<file path="config.mk">
export PLATFORM = sky130hd
export DESIGN_NAME = mem_arbiter_flat
export DESIGN_NICKNAME = d
export VERILOG_FILES = /design/src/rtl/mem_arb_pkg.sv /design/src/rtl/mem_arbiter_if.sv /design/src/rtl/xfer_timer.sv /design/src/rtl/mem_arbiter.sv /design/src/flat_wrapper.sv
export SDC_FILE = /design/constraint.sdc
export NUM_CORES = 1
export LEC_CHECK = 0
export ABC_AREA = 1
export BUFFER_PORTS_ARGS = -buffer_cell sky130_fd_sc_hd__buf_4
export CAP_MARGIN = 30
export CORE_ASPECT_RATIO = 0.8
export CORE_MARGIN = 2
export CORE_UTILIZATION = 50
export DETAILED_ROUTE_END_ITERATION = 8
export GPL_TIMING_DRIVEN = 0
export PLACE_DENSITY = 0.82
export SYNTH_ARGS = -nofsm -noshare
export SYNTH_HDL_FRONTEND = slang
export SYNTH_HIERARCHICAL = 1
export SYNTH_SLANG_ARGS = --single-unit
</file>
<file path="constraint.sdc">
create_clock -name CLK -period 2 [get_ports CLK]
set_input_delay 0.3 -clock CLK [delete_from_list [all_inputs] [get_ports CLK]]
set_output_delay 0.3 -clock CLK [all_outputs]
set_load 0.1 [all_outputs]
</file>
<file path="src/rtl/mem_arb_pkg.sv">
// Shared types and constants for the main-memory arbiter: state encoding,
// bus widths, owner codes and the registered transfer descriptor.
package mem_arb_pkg;
  localparam int LINE_W = 64;
  localparam int WORD_W = 32;

  localparam logic OWNER_I = 1'b0;
  localparam logic OWNER_D = 1'b1;

  typedef enum logic [1:0] {
    IDLE   = 2'b00,
    I_XFER = 2'b01,
    D_XFER = 2'b10,
    DONE   = 2'b11
  } arb_state_e;

  typedef struct packed {
    logic              wr;
    logic [WORD_W-1:0] addr;
    logic [WORD_W-1:0] wdata;
  } xfer_req_t;

  // Line reads drop the byte-in-line bits, word writes the byte-in-word bits.
  function automatic logic [WORD_W-1:0] align_addr(logic [WORD_W-1:0] a, logic wr);
    return wr ? {a[WORD_W-1:2], 2'b00} : {a[WORD_W-1:3], 3'b000};
  endfunction
endpackage

</file>
<file path="src/rtl/mem_arbiter_if.sv">
// Requester, memory and status signals of the arbiter bundled together;
// slave = the arbiter, master = requesters plus memory.
interface mem_arbiter_if import mem_arb_pkg::*; #(parameter int CNT_W = 20);
  logic              I_Req;
  logic [WORD_W-1:0] I_Addr;
  logic              I_Done;
  logic [LINE_W-1:0] I_Data;
  logic              D_Req;
  logic              D_Write;
  logic [WORD_W-1:0] D_Addr;
  logic [WORD_W-1:0] D_WData;
  logic              D_Done;
  logic [LINE_W-1:0] D_Data;
  logic              MM_Access;
  logic              MM_Write;
  logic [WORD_W-1:0] MM_Addr;
  logic [WORD_W-1:0] MM_WData;
  logic [LINE_W-1:0] MM_Data;
  logic              Busy;
  logic              Grant_D;
  logic [CNT_W-1:0]  CNT_I;
  logic [CNT_W-1:0]  CNT_D;

  modport slave (
    input  I_Req, I_Addr, D_Req, D_Write, D_Addr, D_WData, MM_Data,
    output I_Done, I_Data, D_Done, D_Data, MM_Access, MM_Write, MM_Addr,
           MM_WData, Busy, Grant_D, CNT_I, CNT_D
  );

  modport master (
    output I_Req, I_Addr, D_Req, D_Write, D_Addr, D_WData, MM_Data,
    input  I_Done, I_Data, D_Done, D_Data, MM_Access, MM_Write, MM_Addr,
           MM_WData, Busy, Grant_D, CNT_I, CNT_D
  );
endinterface

</file>
<file path="src/rtl/xfer_timer.sv">
// 4-bit loadable down-counter timing one memory transfer; holds at zero.
module xfer_timer (
  input  logic       CLK,
  input  logic       RESET,
  input  logic       load,
  input  logic       en,
  input  logic [3:0] load_val,
  output logic       zero
);
  logic [3:0] cnt_q;

  always_ff @(posedge CLK or negedge RESET) begin
    if (!RESET)                   cnt_q <= '0;
    else if (load)                cnt_q <= load_val;
    else if (en && cnt_q != 4'd0) cnt_q <= cnt_q - 4'd1;
  end

  assign zero = (cnt_q == 4'd0);
endmodule

</file>
<file path="src/rtl/mem_arbiter.sv">
// Round-robin arbiter between I-cache refills and MEM-stage accesses onto
// one fixed-latency main-memory port, with saturating per-owner counters.
module mem_arbiter import mem_arb_pkg::*; #(
  parameter int MM_LATENCY = 4,
  parameter int CNT_W      = 20
) (
  input  logic          CLK,
  input  logic          RESET,
  mem_arbiter_if.slave  bus
);
  localparam logic [CNT_W-1:0] CNT_ONE = CNT_W'(1);

  arb_state_e        state_q, state_d;
  logic              last_d_q;
  xfer_req_t         req_q;
  logic [LINE_W-1:0] i_data_q, d_data_q;
  logic [CNT_W-1:0]  cnt_i_q, cnt_d_q;
  logic              grant, grant_d_sel, t_zero, mm_access;

  assign mm_access = (state_q == I_XFER) || (state_q == D_XFER);

  xfer_timer u_timer (
    .CLK      (CLK),
    .RESET    (RESET),
    .load     (grant),
    .en       (mm_access),
    .load_val (4'(MM_LATENCY - 1)),
    .zero     (t_zero)
  );

  always_comb begin
    state_d     = state_q;
    grant       = 1'b0;
    grant_d_sel = last_d_q;
    case (state_q)
      IDLE: if (bus.I_Req || bus.D_Req) begin
        grant       = 1'b1;
        grant_d_sel = (bus.I_Req && bus.D_Req) ? ~last_d_q : bus.D_Req;
        state_d     = grant_d_sel ? D_XFER : I_XFER;
      end
      I_XFER, D_XFER: if (t_zero) state_d = DONE;
      DONE:           state_d = IDLE;
      default:        state_d = IDLE;
    endcase
  end

  always_ff @(posedge CLK or negedge RESET) begin
    if (!RESET) begin
      state_q  <= IDLE;
      last_d_q <= OWNER_I;
      req_q    <= '0;
      i_data_q <= '0;
      d_data_q <= '0;
      cnt_i_q  <= '0;
      cnt_d_q  <= '0;
    end else begin
      state_q <= state_d;
      if (grant) begin
        last_d_q <= grant_d_sel;
        req_q.wr <= grant_d_sel & bus.D_Write;
        req_q.addr <= grant_d_sel ? align_addr(bus.D_Addr, bus.D_Write)
                                  : align_addr(bus.I_Addr, 1'b0);
        if (grant_d_sel) req_q.wdata <= bus.D_WData;
      end
      // Capture lands in the last access cycle so the line is ready with Done.
      if (state_q == I_XFER && t_zero)              i_data_q <= bus.MM_Data;
      if (state_q == D_XFER && t_zero && !req_q.wr) d_data_q <= bus.MM_Data;
      if (state_q == DONE) begin
        if (last_d_q == OWNER_D) begin
          if (~&cnt_d_q) cnt_d_q <= cnt_d_q + CNT_ONE;
        end else begin
          if (~&cnt_i_q) cnt_i_q <= cnt_i_q + CNT_ONE;
        end
      end
    end
  end

  assign bus.MM_Access = mm_access;
  assign bus.MM_Write  = (state_q == D_XFER) && req_q.wr;
  assign bus.MM_Addr   = req_q.addr;
  assign bus.MM_WData  = req_q.wdata;
  assign bus.Busy      = (state_q != IDLE);
  assign bus.Grant_D   = last_d_q;
  assign bus.I_Done    = (state_q == DONE) && (last_d_q == OWNER_I);
  assign bus.D_Done    = (state_q == DONE) && (last_d_q == OWNER_D);
  assign bus.I_Data    = i_data_q;
  assign bus.D_Data    = d_data_q;
  assign bus.CNT_I     = cnt_i_q;
  assign bus.CNT_D     = cnt_d_q;
endmodule

</file>
<file path="src/flat_wrapper.sv">
// flat-port wrapper written by rule: the top's interface ports become plain ports
module mem_arbiter_flat import mem_arb_pkg::*;
#(
  parameter int MM_LATENCY = 4,
  parameter int CNT_W      = 20
)
  (CLK, RESET, bus_I_Req, bus_I_Addr, bus_D_Req, bus_D_Write, bus_D_Addr, bus_D_WData, bus_MM_Data, bus_I_Done, bus_I_Data, bus_D_Done, bus_D_Data, bus_MM_Access, bus_MM_Write, bus_MM_Addr, bus_MM_WData, bus_Busy, bus_Grant_D, bus_CNT_I, bus_CNT_D);
  mem_arbiter_if #(.CNT_W(CNT_W)) bus_i ();
  input  logic CLK;
  input  logic RESET;
  input wire logic [$bits(bus_i.I_Req)-1:0] bus_I_Req;
  input wire logic [$bits(bus_i.I_Addr)-1:0] bus_I_Addr;
  input wire logic [$bits(bus_i.D_Req)-1:0] bus_D_Req;
  input wire logic [$bits(bus_i.D_Write)-1:0] bus_D_Write;
  input wire logic [$bits(bus_i.D_Addr)-1:0] bus_D_Addr;
  input wire logic [$bits(bus_i.D_WData)-1:0] bus_D_WData;
  input wire logic [$bits(bus_i.MM_Data)-1:0] bus_MM_Data;
  output wire logic [$bits(bus_i.I_Done)-1:0] bus_I_Done;
  output wire logic [$bits(bus_i.I_Data)-1:0] bus_I_Data;
  output wire logic [$bits(bus_i.D_Done)-1:0] bus_D_Done;
  output wire logic [$bits(bus_i.D_Data)-1:0] bus_D_Data;
  output wire logic [$bits(bus_i.MM_Access)-1:0] bus_MM_Access;
  output wire logic [$bits(bus_i.MM_Write)-1:0] bus_MM_Write;
  output wire logic [$bits(bus_i.MM_Addr)-1:0] bus_MM_Addr;
  output wire logic [$bits(bus_i.MM_WData)-1:0] bus_MM_WData;
  output wire logic [$bits(bus_i.Busy)-1:0] bus_Busy;
  output wire logic [$bits(bus_i.Grant_D)-1:0] bus_Grant_D;
  output wire logic [$bits(bus_i.CNT_I)-1:0] bus_CNT_I;
  output wire logic [$bits(bus_i.CNT_D)-1:0] bus_CNT_D;
  assign bus_i.I_Req = bus_I_Req;
  assign bus_i.I_Addr = bus_I_Addr;
  assign bus_i.D_Req = bus_D_Req;
  assign bus_i.D_Write = bus_D_Write;
  assign bus_i.D_Addr = bus_D_Addr;
  assign bus_i.D_WData = bus_D_WData;
  assign bus_i.MM_Data = bus_MM_Data;
  assign bus_I_Done = bus_i.I_Done;
  assign bus_I_Data = bus_i.I_Data;
  assign bus_D_Done = bus_i.D_Done;
  assign bus_D_Data = bus_i.D_Data;
  assign bus_MM_Access = bus_i.MM_Access;
  assign bus_MM_Write = bus_i.MM_Write;
  assign bus_MM_Addr = bus_i.MM_Addr;
  assign bus_MM_WData = bus_i.MM_WData;
  assign bus_Busy = bus_i.Busy;
  assign bus_Grant_D = bus_i.Grant_D;
  assign bus_CNT_I = bus_i.CNT_I;
  assign bus_CNT_D = bus_i.CNT_D;
  mem_arbiter #(.MM_LATENCY(MM_LATENCY), .CNT_W(CNT_W)) u_core (.CLK(CLK), .RESET(RESET), .bus(bus_i));
endmodule
</file>
# Yosys cells after proc, flatten, opt, wreduce, memory -nomap -nowiden
# Index checks and enable logic that the tools add are counted.
totals:
  wordCells: 58
  input_bits: 165
  ff_bits: 240
classes:
  reduce_logical: 23
  n_bitwise: 4
  n_eq_ne: 5
  addsub: 3
  muxes: 13
op_table:
  columns: ["operator", "n"]
  rows:
  - ["$add 20x1->20 const B", 2]
  - ["$reduce_and 20->1", 2]
  - ["$mux 32", 1]
  - ["$logic_and 1x1->1", 8]
  - ["$mux 4", 2]
  - ["$mux 2", 3]
  - ["$pmux 2 s3", 1]
  - ["$reduce_and 3->1", 2]
  - ["$mux 1", 5]
  - ["$eq 2x2->1 const B", 2]
  - ["$logic_not 4->1", 1]
  - ["$ne 2x1->1 const B", 2]
  - ["$reduce_and 2->1", 2]
  - ["$reduce_bool 2->1", 2]
  - ["$reduce_bool 4->1", 1]
  - ["$sub 4x1->4 const B", 1]
  - ["$mux 3", 1]
  - ["$not 1->1", 3]
  - ["$eq 2x1->1 const B", 1]
  - ["$logic_not 2->1", 1]
  - ["$logic_or 1x1->1", 2]
  - ["$reduce_or 2->1", 1]
  - ["$and 1x1->1", 1]
  - ["$logic_not 1->1", 1]

# Logic depth before layout (Yosys ltp)
# Gate-level depths: netlist (run 1).
logic_depth:
  word_depth: 5
  mapped_depth: 11

# Modules after synthesis
# Netlist (run 1), hierarchy kept.
by_module_without_submodules:
  columns: ["mod", "cells_per_inst", "instances", "area_per_inst_um2"]
  rows:
  - ["mem_arbiter", 1234, 1, 10500.1]
  - ["xfer_timer", 46, 1, 295.3]

# Worst setup path after synthesis (run 1)
# No wires, ideal clock.
synth_timing:
  kind: "register -> register"
  from: "register u_core.last_d_q (netlist: u_core/bus.Grant_D)"
  to: "register u_core.cnt_i_q[2] (netlist: u_core/bus.CNT_I[2])"
  path_slack_ns: -1.040
  required_time_ns: 1.874
  setup_time_ns: 0.126
  path_buffers: 1
  t_arrival_ns: 2.914
  stages_incl_launch_ff: 6
  path_cell_list: "dfrtp_1 nor2_1 nand2_2 buf_4 nand2_1 o21ai_1"
synth_between:
  elab_chain_len: 2
synth_rtl:
  columns: ["item", "line_no", "text"]
  rows:
  - ["start: declaration", "mem_arbiter.sv:14", "logic last_d_q;"]
  - ["start signal: assignment", "mem_arbiter.sv:59", "last_d_q <= grant_d_sel;"]
  - ["$not 1->1 (no source line)", null, null]
  - ["$reduce_and 3->1 (no source line)", null, null]
  - ["end signal: assignment", "mem_arbiter.sv:72", "if (~&cnt_i_q) cnt_i_q <= cnt_i_q + CNT_ONE;"]
  - ["end: declaration", "mem_arbiter.sv:17", "logic [CNT_W-1:0] cnt_i_q, cnt_d_q;"]
# Every way passes these cells.
# A chain may end at the register's enable or synchronous reset.

# Final worst setup path (run 1)
layout_timing:
  from: "register u_core.u_timer.cnt_q[0]"
  to: "register u_core.d_data_q[41] (netlist: u_core/bus.D_Data[41])"
layout_between:
  elab_chain_len: 3
layout_rtl:
  columns: ["item", "line_no", "text"]
  rows:
  - ["start: declaration", "xfer_timer.sv:10", "logic [3:0] cnt_q;"]
  - ["start signal: assignment", "xfer_timer.sv:14", "else if (load) cnt_q <= load_val;"]
  - ["start signal: assignment", "xfer_timer.sv:15", "else if (en && cnt_q != 4'd0) cnt_q <= cnt_q - 4'd1;"]
  - ["$logic_not 4->1", "xfer_timer.sv:18", "assign zero = (cnt_q == 4'd0);"]
  - ["via u_core.t_zero", "mem_arbiter.sv:18", "logic grant, grant_d_sel, t_zero, mm_access;"]
  - ["$logic_and 1x1->1 (2 in series)", "mem_arbiter.sv:67", "if (state_q == D_XFER && t_zero && !req_q.wr) d_data_q <= bus.MM_Data;"]
  - ["end signal: assignment", "mem_arbiter.sv:67", null]
  - ["end: declaration", "mem_arbiter.sv:16", "logic [LINE_W-1:0] i_data_q, d_data_q;"]
# The timed path passes the listed nets, and every way through them passes these cells.

==> results of run 1 <==
[cell usage in the layout (no fill, tap or decap), types with 5 or more instances in the layout]
cell and instances:
nor2_1 76, nand2_2 5, buf_2 12, bufinv_16 7, xor2_1 10, inv_1 97, clkinvlp_4 5, inv_2 6
clkbuf_16 25, ha_1 5, clkbuf_2 23, nand3_1 22, o21ai_0 132, nand4_1 5, dfrtp_1 213, dfrtp_2 25
xnor2_1 18, conb_1 6, nand2_1 453, buf_1 5, o21ai_1 7, a21oi_1 58, dlygate4sd3_1 32, clkinv_2 6
buf_4 460
[worst max-delay path by stage]
stage                                         end  depth (start not counted)
after floorplan              u_core/bus.CNT_D[17]                          7
after global placement         u_core/bus.Grant_D                          1
after detailed placement  u_core/u_timer/cnt_q[3]                         10
after CTS                   u_core/bus.D_Data[61]                          9
after global routing        u_core/bus.D_Data[41]                          9
final                       u_core/bus.D_Data[41]                          9
[cells in the mapped netlist]
library cell	n	area share
nand2_1	454	0.16
nand2_2	4	0.0023
ha_1	7	0.0081
xnor2_1	18	0.015
o21ai_1	5	0.0023
nand3_1	22	0.010
buf_4	66	0.046
o21ai_2	3	0.0024
dfrtp_1	238	0.55
nor3_4	1	0.0015
a21oi_1	58	0.027
xor2_1	10	0.0081
clkinv_1	1	0.00035
nor3_1	2	0.00093
o21ai_0	134	0.062
nor2_8	1	0.0019
a21oi_4	1	0.0015
conb_1	2	0.00070
inv_1	99	0.034
nand3b_1	3	0.0021
a22oi_1	1	0.00070
clkbuf_1	36	0.013
buf_1	2	0.00070
nand4_1	5	0.0029
inv_2	5	0.0017
nor2_2	4	0.0023
nor2_4	2	0.0021
or2_1	1	0.00058
buf_8	1	0.0014
buf_2	8	0.0037
clkinv_2	1	0.00046
nand3_2	1	0.00093
nand2_4	4	0.0042
nor2_1	77	0.027
buf_6	3	0.0031
[worst max-delay path, cell delays in order, from the launching register on]
cell,delay (ns)
dfrtp_1,0.36
inv_1,0.08
ha_1,0.25
nand2_2,0.12
inv_1,0.08
nand3_1,0.10
clkbuf_2,0.25
buf_1,0.41
nand2_1,0.11
o21ai_0,0.11
[cell type report]
cell class | instances | area (sq um) | area share
clock inverters | 20 | 312 | 0.0200
diodes | 1 | 2.50 | 0.000160
flip-flops and latches | 238 | 5990 | 0.384
inverters | 106 | 403 | 0.0258
plain buffers | 115 | 764 | 0.0490
well taps | 275 | 344 | 0.0220
clock buffers | 26 | 639 | 0.0410
repair buffers | 432 | 3400 | 0.218
multi-input cells | 824 | 3760 | 0.241
[through the flow]
step                      hold WS (ns)  setup slack [ns]
after CTS                      0.00117           0.00416
after floorplan                0.00441           0.00917
after detailed placement         0.437            -0.278
after global routing           0.00993            -0.122
final                           0.0107            0.0311
after global placement           0.455             -1.43
[per-layer routing]
metal  vias to the layer above  part of all wire  GRT usage
met2                       413              0.46      0.456
met1                      4816              0.40      0.361
met5                         -                 0          0
met4                         0             0.048      0.131
li1                       4842                 -          -
met3                       101             0.093     0.0900
[registers in the layout, summed over array words and instances, names as in the netlist]
| register | cells |
|---|---|
| u_core/bus.MM_Addr | 30 |
| u_core/bus.MM_WData | 32 |
| u_core/bus.CNT_D | 20 |
| u_core/req_q | 1 |
| u_core/bus.Grant_D | 1 |
| u_core/bus.D_Data | 64 |
| u_core/bus.I_Data | 64 |
| u_core/u_timer/cnt_q | 4 |
| u_core/bus.CNT_I | 20 |
| u_core/state_q | 2 |
[kinds of logic after synthesis]
group	after synthesis	synth area share
compound gates	202	0.0960
simple gates	581	0.217
flops	238	0.552
xor+xnor	28	0.0227
other cells	2	0.000696
buf+inv	222	0.104
fa+ha+maj	7	0.00811
[timing repair]
item / 4_1_cts / 5_1_grt
hold buffers: 32 / 0
buffers inserted: 2 / 2
endpoints found under the setup margin: 145 / 174
resized for setup: 20 / 60
pin swaps: 1 / 1
endpoints found under the hold margin: 150 / 0
==> flow_summary.toml, run 1 <==
[floorplanning]
die_area_sq_um = 22800
ioPinCount = 403
start_util = 0.505
fp.dieW_um = 168
row_count = 48
die_h_um = 135
core-area_sq_um = 21400

[layout]
drive_gt1_frac = 0.347
fin_cells = 2037
nets = 1914
fin_area_sq_um = 15600
syn_to_final_growth_pct = 44.6
fin_util = 0.730
fill_cells = 1566

[global_route]
grt_pass1_vias = 10000
grt_pass1_wl_um = 52000
grt_usage = 0.286
antenna_found_initial = 1
grt_max_degree = 121
overflow = 0

[synthesis]
ys_types = 35
avgSynthCellArea_sq_um = 8.43
yosysSeqAreaShare = 0.552
synth-seq-cells = 238
yosysWarnings = 6
synthCells = 1280
synthesis.area_sq_um = 10800

[clock_tree]
h-tree-depth = 1
clk_pin_slew_ns = 0.06
cts_inserted_buffers = 25
clockBufferDepth = 3
worst_skew_pair.late_latency_ns = 0.53
numClockSinks = 238
root_buffer = "clkbuf_16"
cts_tree = "done"

[timing]
finalCriticalPeriod_ns = 1.97
finalCritPeriodShare = 0.984
slew_headroom = 0.370
fmax_mhz = 508
fin_tns_setup_ns = 0
setup_viol = 0
hold_viol_final = 0
clock_skew_ns = 0.0101
rsz0062_at_grt = "true"
drv_slew = 0
tightest_slew_ns = 0.945

[min_path]
hp-class = "input port to flop"
hp-start = "bus_D_WData[26]"
hold_path_end = "u_core/bus.MM_WData[26]"
worstHoldPathCells = 3

[critical_path]
crit_type = "flop to flop"
worstPathMaxFanout = 10
r2r_end = "u_core/bus.D_Data[41]"
worst-endpoint-required_ns = 2.44
r2r_slack_ns = 0.03
reg2reg_depth = 9
r2r-start = "u_core/u_timer/cnt_q[0]"
cp-startpoint = "u_core/u_timer/cnt_q[0]"
start_kind = "flop"
critPathArrivalTime_ns = 2.41
endpoint_kind = "flop"

[route]
drcViolationCount = 0
first_pass_iters = 6
vias = 10200
drtIter0Drc = 880
routedWlPerCell_um = 16.3
drt-total-wl_um = 33200
antenna_left = 0
viasPerCell = 4.99

[run]
cap_viol_max_count = 0

[run_status]
outcome = "finished, final reports clean"

[placed_design]
dp.cells = 1955
gp_congestion = 0.927
detailed_place_hpwl_um = 23700
numPortBuffers = 395
placed_cell_area_sq_um = 14200
Power of run 1 is not shown: default switching activity piles up to over one toggle a cycle in this logic, so the estimate is an artifact.
==> run 2: changes to the inputs <==
Settings changed: PLACE_DENSITY 0.82 to 0.79.
==> flow_summary.toml, run 2 (synthesized netlist as in run 1, its figures left out) <==
[global_route]
grt_pass1_vias = 9865
overflow = 0
grt_pass1_wl_um = 51200
grt_max_degree = 98
antenna_found_initial = 1
grt_usage = 0.282

[timing]
tightest_slew_ns = 0.640
slew_headroom = 0.573
fmax_mhz = 524
finalCritPeriodShare = 0.953
finalCriticalPeriod_ns = 1.91
whs_ns = 0.0207
drv_slew = 0
clock_skew_ns = 0.0143
fin_ws_ns = 0.0931
hold_viol_final = 0
fin_tns_setup_ns = 0
setup_viol = 0
rsz0062_at_grt = "false"

[clock_tree]
root_buffer = "clkbuf_16"
worst_skew_pair.late_latency_ns = 0.52
clockBufferDepth = 3
h-tree-depth = 1
clk_pin_slew_ns = 0.06
cts_inserted_buffers = 25
cts_tree = "done"
numClockSinks = 238

[critical_path]
start_kind = "flop"
r2r_slack_ns = 0.13
worst-endpoint-required_ns = 1.70
r2r_end = "u_core/bus.MM_Addr[6]"
reg2reg_depth = 7
worstPathMaxFanout = 4
crit_type = "flop to primary output"
endpoint_kind = "primary output"
cp-startpoint = "u_core/state_q[0]"
r2r-start = "u_core/state_q[1]"
critPathArrivalTime_ns = 1.61
worstSetupEndpoint = "bus_I_Done"

[layout]
final_cell_mix = "457 x buf_4, 453 x nand2_1, 213 x dfrtp_1"
layout_commonest_cell = "buf_4"
syn_to_final_growth_pct = 44.2
nets = 1913
drive_gt1_frac = 0.346

[route]
routedWlPerCell_um = 16.2
vias = 10100
drtIter0Drc = 722
drcViolationCount = 0
first_pass_iters = 5
viasPerCell = 4.96
drt-total-wl_um = 33000
antenna_left = 0

[run_status]
outcome = "finished, final reports clean"

[floorplanning]
fp.dieW_um = 168
row_count = 48
start_util = 0.505
die_area_sq_um = 22800
core-area_sq_um = 21400
die_h_um = 135
ioPinCount = 403

[min_path]
hp-class = "input port to flop"
hp-start = "bus_D_WData[0]"
worstHoldPathCells = 3

[placed_design]
numPortBuffers = 395
gp_congestion = 0.894
pre_cts_slack_ns = -0.254
detailed_place_hpwl_um = 24000

[run]
cap_viol_max_count = 0
run 2: cell type report:
type	instances	area, sq um
Multi-Input combinational cell	824	3760
Fill cell	1593	5810
Antenna cell	1	2.50
Buffer	115	764
Clock inverter	17	251
Inverter	106	403
Sequential cell	238	5990
Timing Repair Buffer	431	3400
Clock buffer	28	657
Tap cell	275	344
run 2: worst min-delay path by stage:
stage | end
detailed placement | u_core/bus.CNT_I[10]
finish | u_core/bus.MM_WData[0]
global placement | u_core/bus.MM_WData[7]
CTS | u_core/bus.MM_WData[0]
global route | u_core/bus.MM_WData[0]
floorplan | u_core/bus.CNT_D[0]
run 2: per-stage QoR:
step | util | cells | area [sq um]
after floorplan | - | 1284 | 10900
after global placement | 0.662 | 1954 | 14200
after detailed placement | 0.665 | 1956 | 14200
after CTS | 0.724 | 2033 | 15500
after global routing | 0.728 | 2035 | 15600
final | 0.728 | 2035 | 15600
run 2: timing repair:
item,4_1_cts,5_1_grt
gates resized for setup,15,57
endpoints found under the setup margin,144,184
hold buffers,32,0
setup buffers,0,2
pin swaps,0,1
endpoints found under the hold margin,95,0
run 2: critical path, cell delays in order, from the launching register on:
cell and delay [ns]:
dfrtp_1 0.41, ha_2 0.23, inv_1 0.07, nor2_4 0.17, buf_12 0.20
run 2: layer usage:
layer / GRT usage / part of all wire / up-vias
met5: 0 / 0 / -
met3: 0.0786 / 0.078 / 85
li1: - / - / 4842
met4: 0.111 / 0.039 / 0
met2: 0.463 / 0.48 / 368
met1: 0.358 / 0.41 / 4804
Power of run 2 is left out for the same reason.
